--- src/rtl/gomoku_input_pkg.sv ---
// Shared definitions for the gomoku button-input path: repeat FSM state
// encoding and counter sizing helpers.
package gomoku_input_pkg;

    typedef enum logic [1:0] {
        RPT_IDLE   = 2'd0,
        RPT_DELAY  = 2'd1,
        RPT_REPEAT = 2'd2
    } rpt_state_e;

    // Bits needed to hold values 0..n; never less than one bit.
    function automatic int cnt_width(input int n);
        return (n < 1) ? 1 : $clog2(n + 1);
    endfunction

    function automatic int max_int(input int a, input int b);
        return (a > b) ? a : b;
    endfunction

endpackage

--- src/rtl/key_debounce_channel.sv ---
// One button channel: 2-flop synchroniser, tick-qualified stability
// counter, registered press/release pulses and the auto-repeat FSM.
module key_debounce_channel
    import gomoku_input_pkg::*;
#(
    parameter int STABLE_TICKS  = 4,
    parameter int REPEAT_DELAY  = 25,
    parameter int REPEAT_PERIOD = 8,
    parameter bit ACTIVE_LOW    = 1'b0
) (
    input  logic clk,
    input  logic rst,
    input  logic tick,
    input  logic raw,
    input  logic en_repeat,
    output logic level,
    output logic press_pulse,
    output logic release_pulse
);

    localparam int SW = cnt_width(STABLE_TICKS);
    localparam int RW = cnt_width(max_int(REPEAT_DELAY, REPEAT_PERIOD));

    // Counters compare against the value *before* increment, so the
    // terminal count is the target minus one.
    localparam logic [SW-1:0] STAB_LAST = SW'(STABLE_TICKS - 1);
    localparam logic [RW-1:0] DLY_LAST  = RW'(REPEAT_DELAY - 1);
    localparam logic [RW-1:0] PER_LAST  = RW'(REPEAT_PERIOD - 1);

    logic          s1, s2;
    logic [SW-1:0] stab_cnt, stab_nxt;
    logic          rise, fall;
    rpt_state_e    state, state_nxt;
    logic [RW-1:0] rpt_cnt, rpt_nxt;
    logic          rpt_fire;

    // Synchroniser; polarity is normalised before the first flop.
    always_ff @(posedge clk) begin
        if (rst) begin
            s1 <= 1'b0;
            s2 <= 1'b0;
        end else begin
            s1 <= raw ^ ACTIVE_LOW;
            s2 <= s1;
        end
    end

    // Stability counter: count ticks where s2 disagrees with level.
    always_comb begin
        stab_nxt = stab_cnt;
        rise     = 1'b0;
        fall     = 1'b0;
        if (tick) begin
            if (s2 == level) begin
                stab_nxt = '0;
            end else if (stab_cnt == STAB_LAST) begin
                stab_nxt = '0;
                rise     = ~level;
                fall     = level;
            end else begin
                stab_nxt = stab_cnt + 1'b1;
            end
        end
    end

    // Repeat FSM next state; a level fall overrides any repeat expiry.
    always_comb begin
        state_nxt = state;
        rpt_nxt   = rpt_cnt;
        rpt_fire  = 1'b0;
        case (state)
            RPT_IDLE: begin
                if (rise) begin
                    state_nxt = RPT_DELAY;
                    rpt_nxt   = '0;
                end
            end
            RPT_DELAY: begin
                if (tick) begin
                    if (!en_repeat) begin
                        rpt_nxt = '0;
                    end else if (rpt_cnt == DLY_LAST) begin
                        rpt_fire  = 1'b1;
                        state_nxt = RPT_REPEAT;
                        rpt_nxt   = '0;
                    end else begin
                        rpt_nxt = rpt_cnt + 1'b1;
                    end
                end
            end
            RPT_REPEAT: begin
                if (tick) begin
                    if (!en_repeat) begin
                        state_nxt = RPT_DELAY;
                        rpt_nxt   = '0;
                    end else if (rpt_cnt == PER_LAST) begin
                        rpt_fire = 1'b1;
                        rpt_nxt  = '0;
                    end else begin
                        rpt_nxt = rpt_cnt + 1'b1;
                    end
                end
            end
            default: begin
                state_nxt = RPT_IDLE;
                rpt_nxt   = '0;
            end
        endcase
        if (fall) begin
            state_nxt = RPT_IDLE;
            rpt_nxt   = '0;
            rpt_fire  = 1'b0;
        end
    end

    // State registers; pulses land on the same edge as the level change.
    always_ff @(posedge clk) begin
        if (rst) begin
            stab_cnt      <= '0;
            level         <= 1'b0;
            press_pulse   <= 1'b0;
            release_pulse <= 1'b0;
            state         <= RPT_IDLE;
            rpt_cnt       <= '0;
        end else begin
            stab_cnt      <= stab_nxt;
            level         <= level ^ (rise | fall);
            press_pulse   <= rise | rpt_fire;
            release_pulse <= fall;
            state         <= state_nxt;
            rpt_cnt       <= rpt_nxt;
        end
    end

endmodule

--- src/rtl/key_debouncer.sv ---
// Multi-channel button debouncer: shared sample prescaler plus one
// independent debounce/auto-repeat channel per button.
module key_debouncer
    import gomoku_input_pkg::*;
#(
    parameter int CHANNELS      = 5,
    parameter int TICK_DIV      = 50000,
    parameter int STABLE_TICKS  = 4,
    parameter int REPEAT_DELAY  = 25,
    parameter int REPEAT_PERIOD = 8,
    parameter bit ACTIVE_LOW    = 1'b0
) (
    input  logic                clk,
    input  logic                rst,
    input  logic [CHANNELS-1:0] in,
    input  logic [CHANNELS-1:0] en_repeat,
    output logic [CHANNELS-1:0] level,
    output logic [CHANNELS-1:0] press_pulse,
    output logic [CHANNELS-1:0] release_pulse,
    output logic                sample_tick
);

    localparam int            PW       = cnt_width(TICK_DIV);
    localparam logic [PW-1:0] DIV_LAST = PW'(TICK_DIV - 1);

    logic [PW-1:0] pre_cnt, pre_nxt;

    // Prescaler wraps at TICK_DIV-1.
    always_comb begin
        pre_nxt = (pre_cnt == DIV_LAST) ? '0 : pre_cnt + 1'b1;
    end

    // The strobe is registered from the next count so it is clean out of
    // reset and stays high continuously when TICK_DIV is 1.
    always_ff @(posedge clk) begin
        if (rst) begin
            pre_cnt     <= '0;
            sample_tick <= 1'b0;
        end else begin
            pre_cnt     <= pre_nxt;
            sample_tick <= (pre_nxt == DIV_LAST);
        end
    end

    for (genvar g = 0; g < CHANNELS; g++) begin : g_ch
        key_debounce_channel #(
            .STABLE_TICKS (STABLE_TICKS),
            .REPEAT_DELAY (REPEAT_DELAY),
            .REPEAT_PERIOD(REPEAT_PERIOD),
            .ACTIVE_LOW   (ACTIVE_LOW)
        ) u_ch (
            .clk          (clk),
            .rst          (rst),
            .tick         (sample_tick),
            .raw          (in[g]),
            .en_repeat    (en_repeat[g]),
            .level        (level[g]),
            .press_pulse  (press_pulse[g]),
            .release_pulse(release_pulse[g])
        );
    end

endmodule

--- config.mk ---
export PLATFORM = sky130hd
export DESIGN_NAME = key_debouncer
export DESIGN_NICKNAME = d
export VERILOG_FILES = /design/src/rtl/gomoku_input_pkg.sv /design/src/rtl/key_debounce_channel.sv /design/src/rtl/key_debouncer.sv
export SDC_FILE = /design/constraint.sdc
export NUM_CORES = 1
export LEC_CHECK = 0
export BUFFER_PORTS_ARGS = -buffer_cell sky130_fd_sc_hd__buf_2
export CAP_MARGIN = 20
export CORE_MARGIN = 2
export CORE_UTILIZATION = 55
export CTS_BUF_LIST = sky130_fd_sc_hd__clkbuf_4 sky130_fd_sc_hd__clkbuf_8
export DETAILED_ROUTE_END_ITERATION = 12
export GPL_TIMING_DRIVEN = 0
export PLACE_DENSITY = 0.73
export SLEW_MARGIN = 40
export SYNTH_ARGS = -nofsm -noshare
export SYNTH_HDL_FRONTEND = slang
export SYNTH_SLANG_ARGS = --single-unit
--- constraint.sdc ---
create_clock -name clk -period 6 [get_ports clk]
set_input_delay 0.9 -clock clk [delete_from_list [all_inputs] [get_ports clk]]
set_output_delay 0.9 -clock clk [all_outputs]
set_load 0.02 [all_outputs]
# Yosys cells after proc, flatten, opt, wreduce, memory -nomap -nowiden
# Index checks and enable logic that the tools add are counted.
# totals
regBits	92
input_bits	12
output_inout_bits	16
wordCells	311
# op_classes
n_bitwise	20
eq_ne	62
n_reduce_logical	20
n_mux	156
n_addsub	11
# ops
op	n
two-way mux 5 bit	35
one-hot mux 5 bit (3 select lines)	5
two-way mux 1 bit	65
two-way mux 2 bit	30
!= test 2 bit (second input constant)	20
equality test 16 bit (second input constant)	2
two-way mux 3 bit	10
one-hot mux 2 bit (3 select lines)	5
AND reduction 6 bit	5
adder 5 x 1 -> 5 bit (second input constant)	5
equality test 5 x 3 -> 1 bit (second input constant)	5
equality test 5 bit (second input constant)	5
!= test 2 x 1 -> 1 bit (second input constant)	10
adder 16 x 1 -> 16 bit (second input constant)	1
two-way mux 16 bit	1
adder 3 x 1 -> 3 bit (second input constant)	5
equality test 3 x 2 -> 1 bit (second input constant)	5
AND reduction 3 bit	5
equality test 2 x 1 -> 1 bit (second input constant)	5
equality test 2 bit (second input constant)	5
zero test 2 bit	5
OR 1 bit	10
one-hot mux 1 bit (2 select lines)	5
OR reduction 2 bit	5
3 further kinds	15

# Logic depth before layout (Yosys ltp)
# Gate-level depths: netlist of run 1.
# logic_depth
depth_word	7
depth_mapped	9
mapped_depth_nobuf	7

# By module
# A second synthesis of run 1 with hierarchy kept.
# hier_totals
cells_unflattened	583
area_unflattened_um2	5310.1
# modules_own_cells
module	instances	area_per_inst_um2	cells_each	seq_area_each_um2
key_debounce_channel (g_ch[0].u_ch ...)	4	892.1	98	300.3
key_debounce_channel (g_ch[2].u_ch)	1	874.6	94	300.3
key_debouncer	1	867.1	97	340.3

# Least setup slack after synthesis of run 1
# No wires, ideal clock.
# synth_path
path_kind	register -> register
from	register g_ch[3].u_ch.state[0]
to	register g_ch[3].u_ch.rpt_cnt[3]
stages_incl_launch_ff	9
synth_period_minus_slack_ns	1.973
setup_ns	0.071
required_ns	5.929
t_arrival_ns	1.902
slack_ns	4.027
n_path_buf	1
cell_sequence	dfxtp_1 -> inv_1 -> ha_1 -> o21ba_1 -> o22a_1 -> buf_2 -> or3_1 -> a221o_1 -> a21oi_1
# synth_between
elab_chain_cells	3
word_cells_on_any_way	8
cone_classes	eq/ne: 5; mux: 1; reduce/logical: 2
# synth_rtl
item	line_no	rtl
from (decl)	key_debounce_channel.sv:33	rpt_state_e state, state_nxt;
from (signal assigned)	key_debounce_channel.sv:130	state <= state_nxt;
equality test 2 bit, or another cell as far along	key_debounce_channel.sv:71	case (state)
!= test 2 bit (no line) or != test 2 x 1 -> 1 bit (tied branches)	-	
AND reduction 3 bit (no line)	-	
to (signal assigned)	key_debounce_channel.sv:131	rpt_cnt <= rpt_nxt;
to (decl)	key_debounce_channel.sv:34	logic [RW-1:0] rpt_cnt, rpt_nxt;
# Parallel ways exist; a longest one is shown, timed or not.
# A chain may end at the register's enable or synchronous reset.

# Final worst setup path of run 1
# Same ends and word-level chain as after synthesis.

==> results of run 1 <==
[state kept, by name, summed over array words and instances (netlist names)]
register / flops
g_ch.u_ch.release_pulse: 5
g_ch.u_ch.stab_cnt: 15
g_ch.u_ch.s1: 5
pre_cnt: 16
g_ch.u_ch.s2: 5
g_ch.u_ch.state: 10
sample_tick: 1
g_ch.u_ch.press_pulse: 5
g_ch.u_ch.level: 5
g_ch.u_ch.rpt_cnt: 25
[final timing paths]
| check | startpoint | endpoint | slack, ps | depth (start not counted) |
|---|---|---|---|---|
| max | g_ch[3].u_ch.state[0] | g_ch[3].u_ch.rpt_cnt[3] | 3850 | 8 |
| min | g_ch[4].u_ch.s1 | g_ch[4].u_ch.s2 | 440 | 1 |
| max reg2reg | g_ch[3].u_ch.state[0] | g_ch[3].u_ch.rpt_cnt[3] | 3850 | 8 |
| min reg2reg | g_ch[4].u_ch.s1 | g_ch[4].u_ch.s2 | 440 | 1 |
[critical path: stages (launching register included)]
cell,delay (ps)
dfxtp_1,390
inv_1,80
ha_1,270
o21ba_1,190
o22a_1,160
buf_2,160
or3_1,350
a221o_1,320
a21oi_1,130
[power groups by stage]
stage	clock [mW]	combinational (mW)	sequential (mW)
after CTS	0.391	0.0293	0.619
after global routing	0.413	0.0330	0.619
final	0.382	0.0289	0.619
after global placement	0	0.0286	0.633
after floorplan	0	0.0180	0.632
after detailed placement	0	0.0292	0.633
[cell type report]
| cell class | instances | area (µm²) |
|---|---|---|
| Tap cell | 108 | 135 |
| Multi-Input combinational cell | 440 | 2800 |
| Clock buffer | 13 | 166 |
| Clock inverter | 2 | 10.0 |
| Inverter | 34 | 128 |
| Fill cell | 771 | 3330 |
| Sequential cell | 92 | 1840 |
| Buffer | 30 | 174 |
| Timing Repair Buffer | 27 | 135 |
[cells by family after synthesis]
family / after synthesis
adders and majority gates: 36
AOI/OAI and AO/OA: 103
DFF: 92
buffers and inverters: 64
and+or+nand+nor: 263
xor gates and xnor gates: 27
muxes: 11
[metal layers]
metal,track usage,up-vias
li1,-,2113
met1,0.264,1903
met2,0.344,62
met3,0.0397,8
met4,0.0590,0
met5,0,-
[metrics by stage]
step	utilization	cell area, µm²
floorplan	-	4950
global placement	0.598	5220
detailed placement	0.598	5220
CTS	0.619	5390
global route	0.619	5390
finish	0.619	5390
[cells in the final DEF (no fill, tap or decap), drive strengths merged, types with 6 or more instances in the layout]
cell type	synthesis	final
nor2	90	90
inv	34	34
nor3	16	16
dfxtp	92	92
nand2	48	48
a21oi	41	41
nand3	20	20
nand4	10	10
nor2b	14	14
buf	17	44
clkbuf	13	26
xor2	16	16
o21ai	24	24
nor3b	6	6
nand4b	6	6
nand2b	11	11
mux2i	11	11
nand3b	10	10
a31oi	7	7
ha	36	36
xnor2	11	11
==> flow_summary.json, run 1 <==
{
  "status": "finished clean",
  "dr_wl_met2_mm": 4.31,
  "dieArea_mm2": 0.00977,
  "power_mw": 1.03,
  "initial_core_util": 0.567,
  "fmax_mhz": 466,
  "slew_viol_final": 0,
  "ir_drop_mv": 0.138,
  "place_ws_ps": 3790,
  "synth_top_area_cell": "dfxtp_1",
  "stdcell_count": 746,
  "switchingPower_mw": 0.225,
  "dr.max_layer_used": "met4",
  "drive_above_1_share": 0.116,
  "synth_seq_cells": 92,
  "cp_data_arrival_time_ps": 2420,
  "place.gp.congestion": 0.835,
  "place_inst": 731,
  "clockBufferDepth": 2,
  "m1WireLength_mm": 4.68,
  "required_ps": 6270,
  "coreArea_mm2": 0.00872,
  "p_int_mw": 0.804,
  "rsz0062_at_grt": "false",
  "skew_ps": 12.0,
  "wl_met3_um": 289,
  "synth-simple-area-share": 0.274,
  "power_frac_comb": 0.028,
  "pin_count": 28,
  "synthTopCellsByCount": "dfxtp_1 (92), nor2_1 (90), nand2_1 (48)",
  "synth_compound_area_frac": 0.132,
  "clkTransAtPathRegs_ps": 90,
  "cts-root-buf": "clkbuf_8",
  "syn_inst": 596,
  "start_kind": "flip-flop",
  "cts_hold_buf": 0,
  "pwr-share-seq": 0.601,
  "whs_ps": 439,
  "cts_tree": "done",
  "ys_warn_count": 0,
  "hpwl_mm": 6.90,
  "dr.first_iter.drc_count": 144,
  "max_cap_violations": 0,
  "synth-xor-area-share": 0.0478,
  "muxShareOfSynthArea": 0.0223,
  "grt_max_degree": 14,
  "powerDensity_mw_per_mm2": 191,
  "drc": 0,
  "setup_slack_ps": 3850,
  "first_global_vias": 3937,
  "worstSetupPathType": "reg2reg",
  "cp_max_fo": 10,
  "grt.overflow.total": 0,
  "vias": 4086,
  "min_path_type": "reg2reg",
  "yosys.cell_types.count": 57,
  "min_period_over_period": 0.358,
  "grt.total_usage": 0.203,
  "grt_pass1_wl_mm": 16.6,
  "tightest_slew_ps": 591,
  "numPortBuffers": 27,
  "antenna_found_initial": 0,
  "hold_viol": 0,
  "p_sw_frac": 0.219,
  "syn_avg_cell_area_um2": 8.30,
  "die_h_um": 98.8,
  "yosys.area_share.adder": 0.0910,
  "synth_top_family_by_area": "simple AND/OR/NAND/NOR gates",
  "end_kind": "flip-flop",
  "routed_wirelength_mm": 9.39,
  "synthFlopType": "dfxtp_1",
  "cts_setup_buffers": 0,
  "fin_nets": 682,
  "setup_viol": 0,
  "cts_sinks": 92,
  "max-slew-margin-rel": 0.601,
  "viasPerCell": 5.48,
  "min_period_ps": 2150,
  "post_cts_resized": 0,
  "setup_tns_ps": 0,
  "rows": 34,
  "first_pass_iters": 5,
  "cts-buffers-inserted": 9,
  "synth-seq-area-share": 0.372,
  "synth-edff-count": 0,
  "leakagePower_nw": 2.08,
  "ant_nets": 0,
  "syn_to_final_growth_pct": 9.03,
  "p_clk_frac": 0.371,
  "die_x_um": 98.8,
  "syn-cell-area_mm2": 0.00495,
  "num_antenna_cells": 0,
  "yosys-top-cells-area": "dfxtp_1 (37%), ha_1 (9.1%), nor2_1 (6.8%), a21oi_1 (4.1%), nand2_1 (3.6%)",
  "yosysTopAreaCellShare": 0.372,
  "async_flop_share": 0,
  "synth_fp_nets": 644,
  "clk_latency_ps": 350,
  "htreeDepth": 3,
  "synth.most_common_cell": "dfxtp_1",
  "wl_per_cell_um": 12.6
}
Note: power is estimated with default switching activity, not from simulation.
==> run 2, diff against run 1 <==
Settings changed: ABC_AREA from default to 1.
Clock period 6 ns to 2.2 ns, I/O delays scaled along.
==> run 2 against run 1 <==
First-iteration DRC count rose by 18%; sequential power rose to 2.7 times the previous value; sequential share of layout area is 0.37 points lower; cell area up 1.1%; global-route usage up 1.5 points; critical endpoint is now g_ch[3].u_ch.state[1].
==> flow_summary.json, run 2 <==
{
  "skew_ps": 10.6,
  "drc": 0,
  "yosys.cell_types.count": 35,
  "cts-root-buf": "clkbuf_8",
  "wl_per_cell_um": 12.0,
  "max_stage_delay_ps": 370,
  "die_h_um": 99.2,
  "first_pass_iters": 5,
  "ys_warn_count": 0,
  "max_cap_violations": 0,
  "drive_above_1_share": 0.108,
  "synthTopCellsByCount": "nand2_1 (128), nor2_1 (116), inv_1 (101)",
  "syn-cell-area_mm2": 0.00498,
  "grt.overflow.total": 0,
  "dr_wl_met2_mm": 5.09,
  "largestRegisters": "g_ch.u_ch.rpt_cnt (25), pre_cnt (16), g_ch.u_ch.stab_cnt (15)",
  "yosysTopAreaCellShare": 0.370,
  "numPortBuffers": 26,
  "routed_wirelength_mm": 10.3,
  "cts_setup_buffers": 0,
  "hpwl_mm": 7.80,
  "top_register": "g_ch.u_ch.rpt_cnt",
  "syn_inst": 714,
  "clockBufferDepth": 2,
  "first_global_vias": 4217,
  "status": "finished clean",
  "die_x_um": 99.2,
  "synth-edff-count": 0,
  "min_period_over_period": 0.812,
  "htreeDepth": 3,
  "grt_max_degree": 16,
  "worstPathCellList": "inv_1 > ha_1 > or2_2 > nand2_1 > nand2_1 > nand2_2 > nand3_1 > o21ai_0 > a21oi_1",
  "rows": 34,
  "fin_nets": 799,
  "max-slew-margin-rel": 0.610,
  "final_cell_area_mm2": 0.00545,
  "largest_reg_flops": 25,
  "place.gp.congestion": 0.885,
  "powerDensity_mw_per_mm2": 541,
  "synth.most_common_cell": "nand2_1",
  "setup_tns_ps": 0,
  "syn_to_final_growth_pct": 9.44,
  "fmax_mhz": 560,
  "cp_top_family": "simple AND/OR/NAND/NOR gates",
  "setup_viol": 0,
  "dieArea_mm2": 0.00984,
  "worstSetupPathType": "reg2reg",
  "ir_drop_mv": 0.387,
  "cts_hold_buf": 0,
  "viasPerCell": 5.20,
  "cp_data_arrival_time_ps": 2030,
  "m1WireLength_mm": 4.66,
  "antenna_found_initial": 0,
  "final_common_cell": "nand2_1",
  "slew_viol_final": 0,
  "synth-seq-area-share": 0.370,
  "ant_nets": 0,
  "wl_met3_um": 455,
  "end_kind": "flip-flop",
  "cts_sinks": 92,
  "start_kind": "flip-flop",
  "cpMaxStageDelayCell": "dfxtp_1",
  "num_antenna_cells": 0,
  "grt_pass1_wl_mm": 17.9,
  "cts_tree": "done",
  "synth_top_area_cell": "dfxtp_1",
  "path_common_cell": "nand2_1",
  "synth_seq_cells": 92,
  "vias": 4494,
  "async_flop_share": 0,
  "cts-buffers-inserted": 9,
  "post_dp_cell_area_mm2": 0.00525,
  "min_path_type": "in2reg",
  "required_ps": 2450,
  "tightest_slew_ps": 585,
  "synthFlopType": "dfxtp_1",
  "syn_avg_cell_area_um2": 6.98,
  "grt.total_usage": 0.218,
  "rsz0062_at_grt": "false",
  "min_period_ps": 1790,
  "dr.max_layer_used": "met4",
  "clkTransAtPathRegs_ps": 90,
  "layout_common_cells": "nand2_1 (128), nor2_1 (116), inv_1 (101)",
  "leakagePower_nw": 2.38,
  "synth_fp_nets": 762,
  "pin_count": 28,
  "post_cts_resized": 0,
  "coreArea_mm2": 0.00876,
  "cp_max_fo": 10,
  "initial_core_util": 0.569,
  "path_buf_inv": 1,
  "yosys-top-cells-area": "dfxtp_1 (37%), nand2_1 (9.6%), ha_1 (9.0%), nor2_1 (8.7%), inv_1 (7.6%)",
  "clk_latency_ps": 360,
  "dr.first_iter.drc_count": 170,
  "hold_viol": 0
}
[run 2: kinds of logic after synthesis]
kind of cell               share of synthesized area
AOI/OAI and AO/OA                              0.109
DFF                                            0.370
adders and majority gates                     0.0904
and+or+nand+nor                                0.303
buffers and inverters                          0.111
xor gates and xnor gates                      0.0158
[run 2: cell type report]
type / count / area [µm²]
Fill cell: 831 / 3310
Multi-Input combinational cell: 493 / 2590
Sequential cell: 92 / 1840
Inverter: 103 / 387
Buffer: 26 / 168
Clock buffer: 11 / 145
Tap cell: 108 / 135
Timing Repair Buffer: 26 / 130
Clock inverter: 5 / 60.1
[run 2: worst reg2reg max path: stages, from the launching register on]
cell and delay [ps]:
dfxtp_1 370, inv_1 90, ha_1 230, or2_2 290, nand2_1 60, nand2_1 70, nand2_2 160, nand3_1 150
o21ai_0 200, a21oi_1 60
[run 2: worst paths after layout]
path	start	end	slack, ps	depth (start not counted)
worst max register to register	g_ch[3].u_ch.state[0]	g_ch[3].u_ch.state[1]	410	9
worst min-delay path	in[4]	g_ch[4].u_ch.s1	180	3
worst min register to register	g_ch[3].u_ch.s1	g_ch[3].u_ch.s2	400	2
worst max-delay path	g_ch[3].u_ch.state[0]	g_ch[3].u_ch.state[1]	410	9
[run 2: where the power goes]
| group | total [mW] | switching (mW) | internal (mW) |
|---|---|---|---|
| Sequential | 1.69 | 0.00861 | 1.68 |
| Clock | 1.16 | 0.588 | 0.573 |
| Combinational | 0.101 | 0.0705 | 0.0301 |
| Total | 2.95 | 0.667 | 2.28 |
[run 2: through the flow]
stage / util / std cells / setup WS [ps] / hold WS, ps / power (mW)
floorplan: - / 714 / 631 / 388 / 1.79
global placement: 0.599 / 848 / 476 / 391 / 1.82
detailed placement: 0.599 / 848 / 434 / 394 / 1.83
CTS: 0.622 / 864 / 415 / 165 / 2.99
global route: 0.622 / 864 / 241 / 157 / 3.07
finish: 0.622 / 864 / 413 / 183 / 2.95
[run 2: layer usage]
metal  vias up  global-route usage
met5         -                   0
met4         0              0.0527
met3        13              0.0576
met2        94               0.388
met1      2032               0.264
li1       2355                   -
